## src/rtl/pipe_stall_ctrl.sv

```systemverilog
// pipe_stall_ctrl: central stall/flush sequencer for the five-stage pipeline.
// Optional stall-cycle counter is built when PIPE_STALL_PERF_EN is defined.
module pipe_stall_ctrl #(
    parameter int MC_W = 6
) (
    input  logic            clk,
    input  logic            reset,
    input  logic            stall_req_id,
    input  logic            mc_start,
    input  logic [MC_W-1:0] mc_cycles,
    input  logic            flush_req,
    input  logic [31:0]     flush_pc,
    input  logic            perf_clr,
    output logic [5:0]      stall_en,
    output logic            flush,
    output logic [31:0]     new_pc,
    output logic            mc_busy,
    output logic            mc_done,
    output logic [31:0]     stall_cycles
);

    typedef enum logic [1:0] {
        IDLE,
        MC_RUN,
        POST_FLUSH
    } state_t;

    localparam logic [5:0]      STALL_EX = 6'b001111;
    localparam logic [5:0]      STALL_ID = 6'b000111;
    localparam logic [MC_W-1:0] ONE      = MC_W'(1);

    state_t          state;
    state_t          state_nxt;
    logic [MC_W-1:0] cnt;
    logic [MC_W-1:0] cnt_nxt;

    // State and remaining-stall countdown registers
    always_ff @(posedge clk or posedge reset) begin
        if (reset) begin
            state <= IDLE;
            cnt   <= '0;
        end else begin
            state <= state_nxt;
            cnt   <= cnt_nxt;
        end
    end

    // Next state and same-cycle stall/flush outputs; flush beats everything
    always_comb begin
        state_nxt = state;
        cnt_nxt   = cnt;
        stall_en  = '0;
        flush     = 1'b0;
        new_pc    = '0;
        mc_done   = 1'b0;
        if (flush_req) begin
            flush     = 1'b1;
            new_pc    = flush_pc;
            state_nxt = POST_FLUSH;
            cnt_nxt   = '0;
        end else begin
            unique case (state)
                IDLE: begin
                    if (mc_start && mc_cycles != '0) begin
                        stall_en = STALL_EX;
                    end else if (stall_req_id) begin
                        stall_en = STALL_ID;
                    end
                    if (mc_start) begin
                        if (mc_cycles <= ONE) begin
                            mc_done = 1'b1;
                        end else begin
                            state_nxt = MC_RUN;
                            cnt_nxt   = mc_cycles - ONE;
                        end
                    end
                end
                MC_RUN: begin
                    stall_en = STALL_EX;
                    cnt_nxt  = cnt - ONE;
                    if (cnt == ONE) begin
                        mc_done   = 1'b1;
                        state_nxt = IDLE;
                    end
                end
                POST_FLUSH: begin
                    state_nxt = IDLE;
                end
                default: begin
                    state_nxt = IDLE;
                    cnt_nxt   = '0;
                end
            endcase
        end
    end

    assign mc_busy = (state == MC_RUN);

`ifdef PIPE_STALL_PERF_EN
    logic [31:0] perf_cnt;

    // Saturating count of stalled cycles; clear wins over increment
    always_ff @(posedge clk or posedge reset) begin
        if (reset) begin
            perf_cnt <= '0;
        end else if (perf_clr) begin
            perf_cnt <= '0;
        end else if (stall_en != '0 && perf_cnt != 32'hFFFF_FFFF) begin
            perf_cnt <= perf_cnt + 32'd1;
        end
    end

    assign stall_cycles = perf_cnt;
`else
    logic unused_perf_clr;
    assign unused_perf_clr = perf_clr;
    assign stall_cycles    = '0;
`endif

endmodule

```

## config.mk

```make
export PLATFORM = sky130hd
export DESIGN_NAME = pipe_stall_ctrl
export DESIGN_NICKNAME = d
export VERILOG_FILES = /design/src/rtl/pipe_stall_ctrl.sv
export SDC_FILE = /design/constraint.sdc
export NUM_CORES = 1
export LEC_CHECK = 0
export ABC_CLOCK_PERIOD_IN_PS = 2760
export CORE_MARGIN = 2
export CORE_UTILIZATION = 33
export CTS_BUF_LIST = sky130_fd_sc_hd__clkbuf_16
export CTS_CLUSTER_SIZE = 8
export DETAILED_ROUTE_END_ITERATION = 10
export PLACE_DENSITY = 0.9
export SLEW_MARGIN = 30
export SYNTH_ARGS = -nofsm -noshare
export SYNTH_HDL_FRONTEND = slang
export SYNTH_SLANG_ARGS = --single-unit
```

## constraint.sdc

```tcl
create_clock -name clk -period 2.76 [get_ports clk]
set_input_delay 0.414 -clock clk [delete_from_list [all_inputs] [get_ports clk]]
set_output_delay 0.414 -clock clk [all_outputs]
set_load 0.01 [all_outputs]
```

; ---- Word-level counts from Yosys, hierarchy flattened
; Cells that the tools add are included.
; W data, S select, Z words.
[word_totals]
register_bits = 8
elab_cells = 37
[classes]
n_addsub = 2
magnitude_cmp = 1
n_eq_ne = 7
mux = 20
reduce_logical = 5
[op_table]
columns = op, n
row1 = $mux W32, 1
row2 = $mux W6, 3
row3 = $pmux W6 S3, 1
row4 = $sub A6 B1 Y6 const B, 2
row5 = $mux W2, 4
row6 = $mux W4, 2
row7 = $pmux W4 S2, 1
row8 = $eq A6 B1 Y1 const B, 1
row9 = $le A6 B1 Y1 const B, 1
row10 = $ne A3 B3 Y1 const B, 2
row11 = $reduce_and A3 Y1, 2
row12 = $reduce_bool A6 Y1, 1
row13 = $mux W1, 5
row14 = $pmux W2 S2, 1
row15 = $mux W3, 1
row16 = $ne A3 B2 Y1 const B, 1
row17 = $eq A2 B1 Y1 const B, 1
row18 = $eq A2 B2 Y1 const B, 1
row19 = $logic_not A2 Y1, 1
row20 = $ne A2 B2 Y1 const B, 1
row21 = $pmux W1 S2, 1
row22 = $logic_and A1 B1 Y1, 1

; ---- Longest topological paths before layout
[logic_depth]
ltp_word = 5
depth_mapped = 7
mapped_depth_nobuf = 6

; ---- Least setup slack after synthesis
; OpenSTA, ideal clock, no wires.
[synth_timing]
path_kind = in2out
from = in mc_cycles[2]
to = out stall_en[1]
t_arrival_ns = 1.664
slack_ns = 0.682
stages = 6
n_path_buf = 2
cell_sequence = or4_1 -> buf_2 -> o21ai_0 -> nor2b_1 -> a21oi_1 -> buf_4
[synth_between]
elab_chain_cells = 5
[synth_lines]
columns = item, line_no
row1 = "start, declared", 10  ; input logic [MC_W-1:0] mc_cycles,
row2 = $reduce_bool A6 Y1, 64  ; if (mc_start && mc_cycles != '0) begin
row3 = $logic_and A1 B1 Y1, 64
row4 = $mux W4, 64
row5 = $pmux W4 S2, 62  ; unique case (state)
row6 = $mux W4, 56  ; if (flush_req) begin
row7 = "end, declared", 14  ; output logic [5:0] stall_en,
; No other way between the ends.

; ---- Final worst setup path
[layout_timing]
from = in mc_cycles[2]
to = out stall_en[3]
; Same word-level chain as after synthesis.

==> key figures <==
Timing
  – Max Freq: between 0.3 and 0.4 GHz
  – RSZ-0062 raised after global routing: false
  – Final setup violation count: 0
  – Final worst path period share: approximately 97%
  – Worst slew margin: about two fifths
  – Clock Skew: about 0.81 ps
  – Tmin final: around 2700 ps
  – Worst Tran Pin Value: between 900 and 1000 ps
  – Final slew viol count: 0
  – Final hold violation count: 0

Placed design
  – Detailed Place HPWL: roughly 2.7 mm
  – Placed Area: slightly below 2000 sq um
  – IO Port Bufs: 81
  – Placer Congestion: about 0.84
  – DP Cell Count: 288

Power and ir drop
  – Pwr per Cell Area: between 300 and 400 nW/um^2
  – Net switching share of the total power: between 20 and 30%
  – Net switching power: roughly 190 uW
  – Tot Pwr: about 650 uW
  – Combinational Power Share: 40.9%
  – Share of total power in sequential cells: a little over a fifth
  – Clk network pwr share: 37.7%
  – Worst vdd ir: between 0.15 and 0.2 mV
  – Internal power: about 460 uW
  – Leak: ~0.93 nW

Yosys
  – Part of the Yosys area used for sequential elements: 16.2%
  – EDFF count, synth: 0
  – XOR/XNOR share of the synthesized area: under 10%
  – Primary FF master, synth: dfrtp_1
  – Yosys top cell area share: ~23%
  – Post-synthesis adder-cell area fraction: slightly above 5%
  – Asr flop ratio synth: 100%
  – Mux contribution to synthesized area: ~1.6%
  – Synth Area in Simple Gates: between 30% and 40%
  – Yosys cell types: 38
  – Compound-gate portion of the synthesized area: 13.6%
  – Syn Std Cell Area: between 1000 and 1500 sq um
  – Synth Area per Inst: between 7 and 8 sq um
  – Largest family of logic cells by synthesized area: simple AND/OR/NAND/NOR gates
  – Area leader, netlist: buf_4
  – Cells after Synth: 160
  – Yosys Warn Count: 0
  – Synth top area cells: buf_4 (23%), and2_1 (16%), dfrtp_1 (16%), ha_1 (5.1%), o31ai_1 (3.7%)
  – Post-synthesis register bit count: 8

Clocking
  – Worst skew pair latency: 230 ps
  – CTS tree: built
  – TritonCTS Buffers: 3
  – Post-CTS Setup Inserts: 0
  – CTS max path bufs: 2
  – CTS sink count: 8
  – CTS root buf: clkbuf_16
  – Clock-pin transition on the worst setup and hold timing paths: around 40 ps
  – H-Tree Depth: 1

Setup path
  – Critical Path RT: between 2000 and 2500 ps
  – CP Launch Type: primary input
  – Critical path data arrival time: between 2000 and 2500 ps
  – R2R depth: 5
  – Worst-path maximum fanout: 3
  – Critical path class: in -> out
  – Worst setup EP type: output pin

Routing
  – Drt drc: 0
  – Post-route ant nets: 0
  – Drt initial violations: 12
  – Drt pass-1 iters: 4
  – Drt total wl: 3.54 mm
  – Post-DR wirelength/cell: between 10 and 15 um
  – Via count: around 1300
  – Vias per Instance: 4.38

Finish
  – Area delta synth->final: 67.6%
  – Layout cell share with drive strength beyond 1: just under 9%
  – Final nets: 294
  – Ant diodes: 0
  – Final instance area: 2070 sq um
  – Cell Count, Final, Fillers Out: approximately 290

Floorplanning
  – Core area: 3630 sq um
  – Die Height: between 60 and 70 um
  – Die Wd: around 65 um
  – Initial core utilization: 33.9%
  – Top Ports: between 100 and 150
  – DIE AREA: between 4000 and 5000 sq um
  – # rows: 22

Global routing
  – Largest net degree at the start of global routing: 39
  – Initial antenna violation count: 0
  – Grt total ovfl: 0
  – Total GRT Usage: 16.2%
  – Global-route wire length before repair: 5.37 mm
  – Number of global-route vias before repair: approximately 1200

Outcome
  – Outcome: finished clean

Hold path
  – Hold Path Class: in -> async

Run
  – Max Cap Violations: 0
## power groups by stage
stage | combinational (mW) | sequential, mW | clock, mW
final | 0.267 | 0.140 | 0.247
after global routing | 0.291 | 0.141 | 0.258
after CTS | 0.267 | 0.139 | 0.251
after detailed placement | 0.264 | 0.140 | 0
after global placement | 0.259 | 0.140 | 0
after floorplan | 0.162 | 0.137 | 0
## critical path: stages
cell and delay [ps]:
clkdlybuf4s50_1 430, or4_4 560, o21ai_0 160, nor2b_2 170
nor2_1 40, clkdlybuf4s50_1 490
## cells in the mapped netlist, types with 2 or more instances
cell,count
a21oi_1,2
o31ai_1,6
o21a_1,2
dfrtp_1,8
clkbuf_1,4
a31oi_1,2
ha_1,5
nor3b_1,3
and2_1,32
nor2b_1,2
or4_1,3
mux2i_1,2
o21ai_0,7
nor4b_1,2
inv_1,9
buf_4,37
nand2_1,5
nor2_1,8
xor2_1,2
## metrics by stage
stage	hold slack [ps]	setup slack (ps)	util (%)	TNS [ps]
2_1_floorplan	230	682	-	0
3_3_place_gp	531	-77.5	54.5	-78.1
3_5_place_dp	529	-69.7	54.5	-179
4_1_cts	453	8.03	56.8	0
5_1_grt	474	15.0	56.9	0
6_report	438	81.4	56.9	0
## placed cells by master, fill, tap and decap left out, drive strengths merged, types with 3 or more instances in the layout
cell           count
buf               10
and2              32
clkdlybuf4s50     77
dfrtp              8
conb              34
dlygate4sd2        3
or4                4
ha                 5
inv                9
o21ai              7
nor3b              3
clkbuf             3
o31ai              6
nand2              5
a21oi              3
nor2               9
## kinds of logic (layout without fill, tap and decap cells)
| family | count (synthesis) | count (layout) |
|---|---|---|
| and+or+nand+nor | 64 | 64 |
| buffers and inverters | 53 | 103 |
| AOI/OAI and AO/OA | 25 | 25 |
| DFF | 8 | 8 |
| adders and majority gates | 5 | 5 |
| xor gates and xnor gates | 2 | 2 |
| muxes | 2 | 2 |
| other | 1 | 34 |
## flip-flops by register name (all words and copies together) (netlist names)
signal and flops:
cnt 6, state 2
## metal layers
| metal | GRT usage [%] | up-vias | wire length, um |
|---|---|---|---|
| met3 | 2.40 | 9 | 197 |
| li1 | - | 632 | - |
| met5 | 0 | - | 0 |
| met1 | 18.0 | 568 | 1360 |
| met2 | 29.6 | 66 | 1890 |
| met4 | 8.33 | 0 | 96 |
## worst paths after layout
check / from / slack (ps) / end
min in group clk: cnt[3] / 540 / cnt[3]
hold reg to reg: cnt[3] / 540 / cnt[3]
setup / recovery: mc_cycles[2] / 80 / stall_en[3]
hold / removal: reset / 440 / cnt[0]
max in group asynchronous: reset / 2080 / state[1]
setup reg to reg: state[0] / 830 / cnt[5]
## layout make-up
class                   instances  area (sq um)
well taps                      48          60.1
inverters                       9          33.8
multi-input cells             132           812
flip-flops and latches          8           200
repair buffers                 91           885
clock buffers                   3          75.1
fillers                       343          1570
## timing repair
action | CTS | global route
resized for setup | 6 | 1
hold buffers | 0 | 0
endpoints found under the setup margin | 4 | 1
Note: power is estimated with default switching activity, not from simulation.
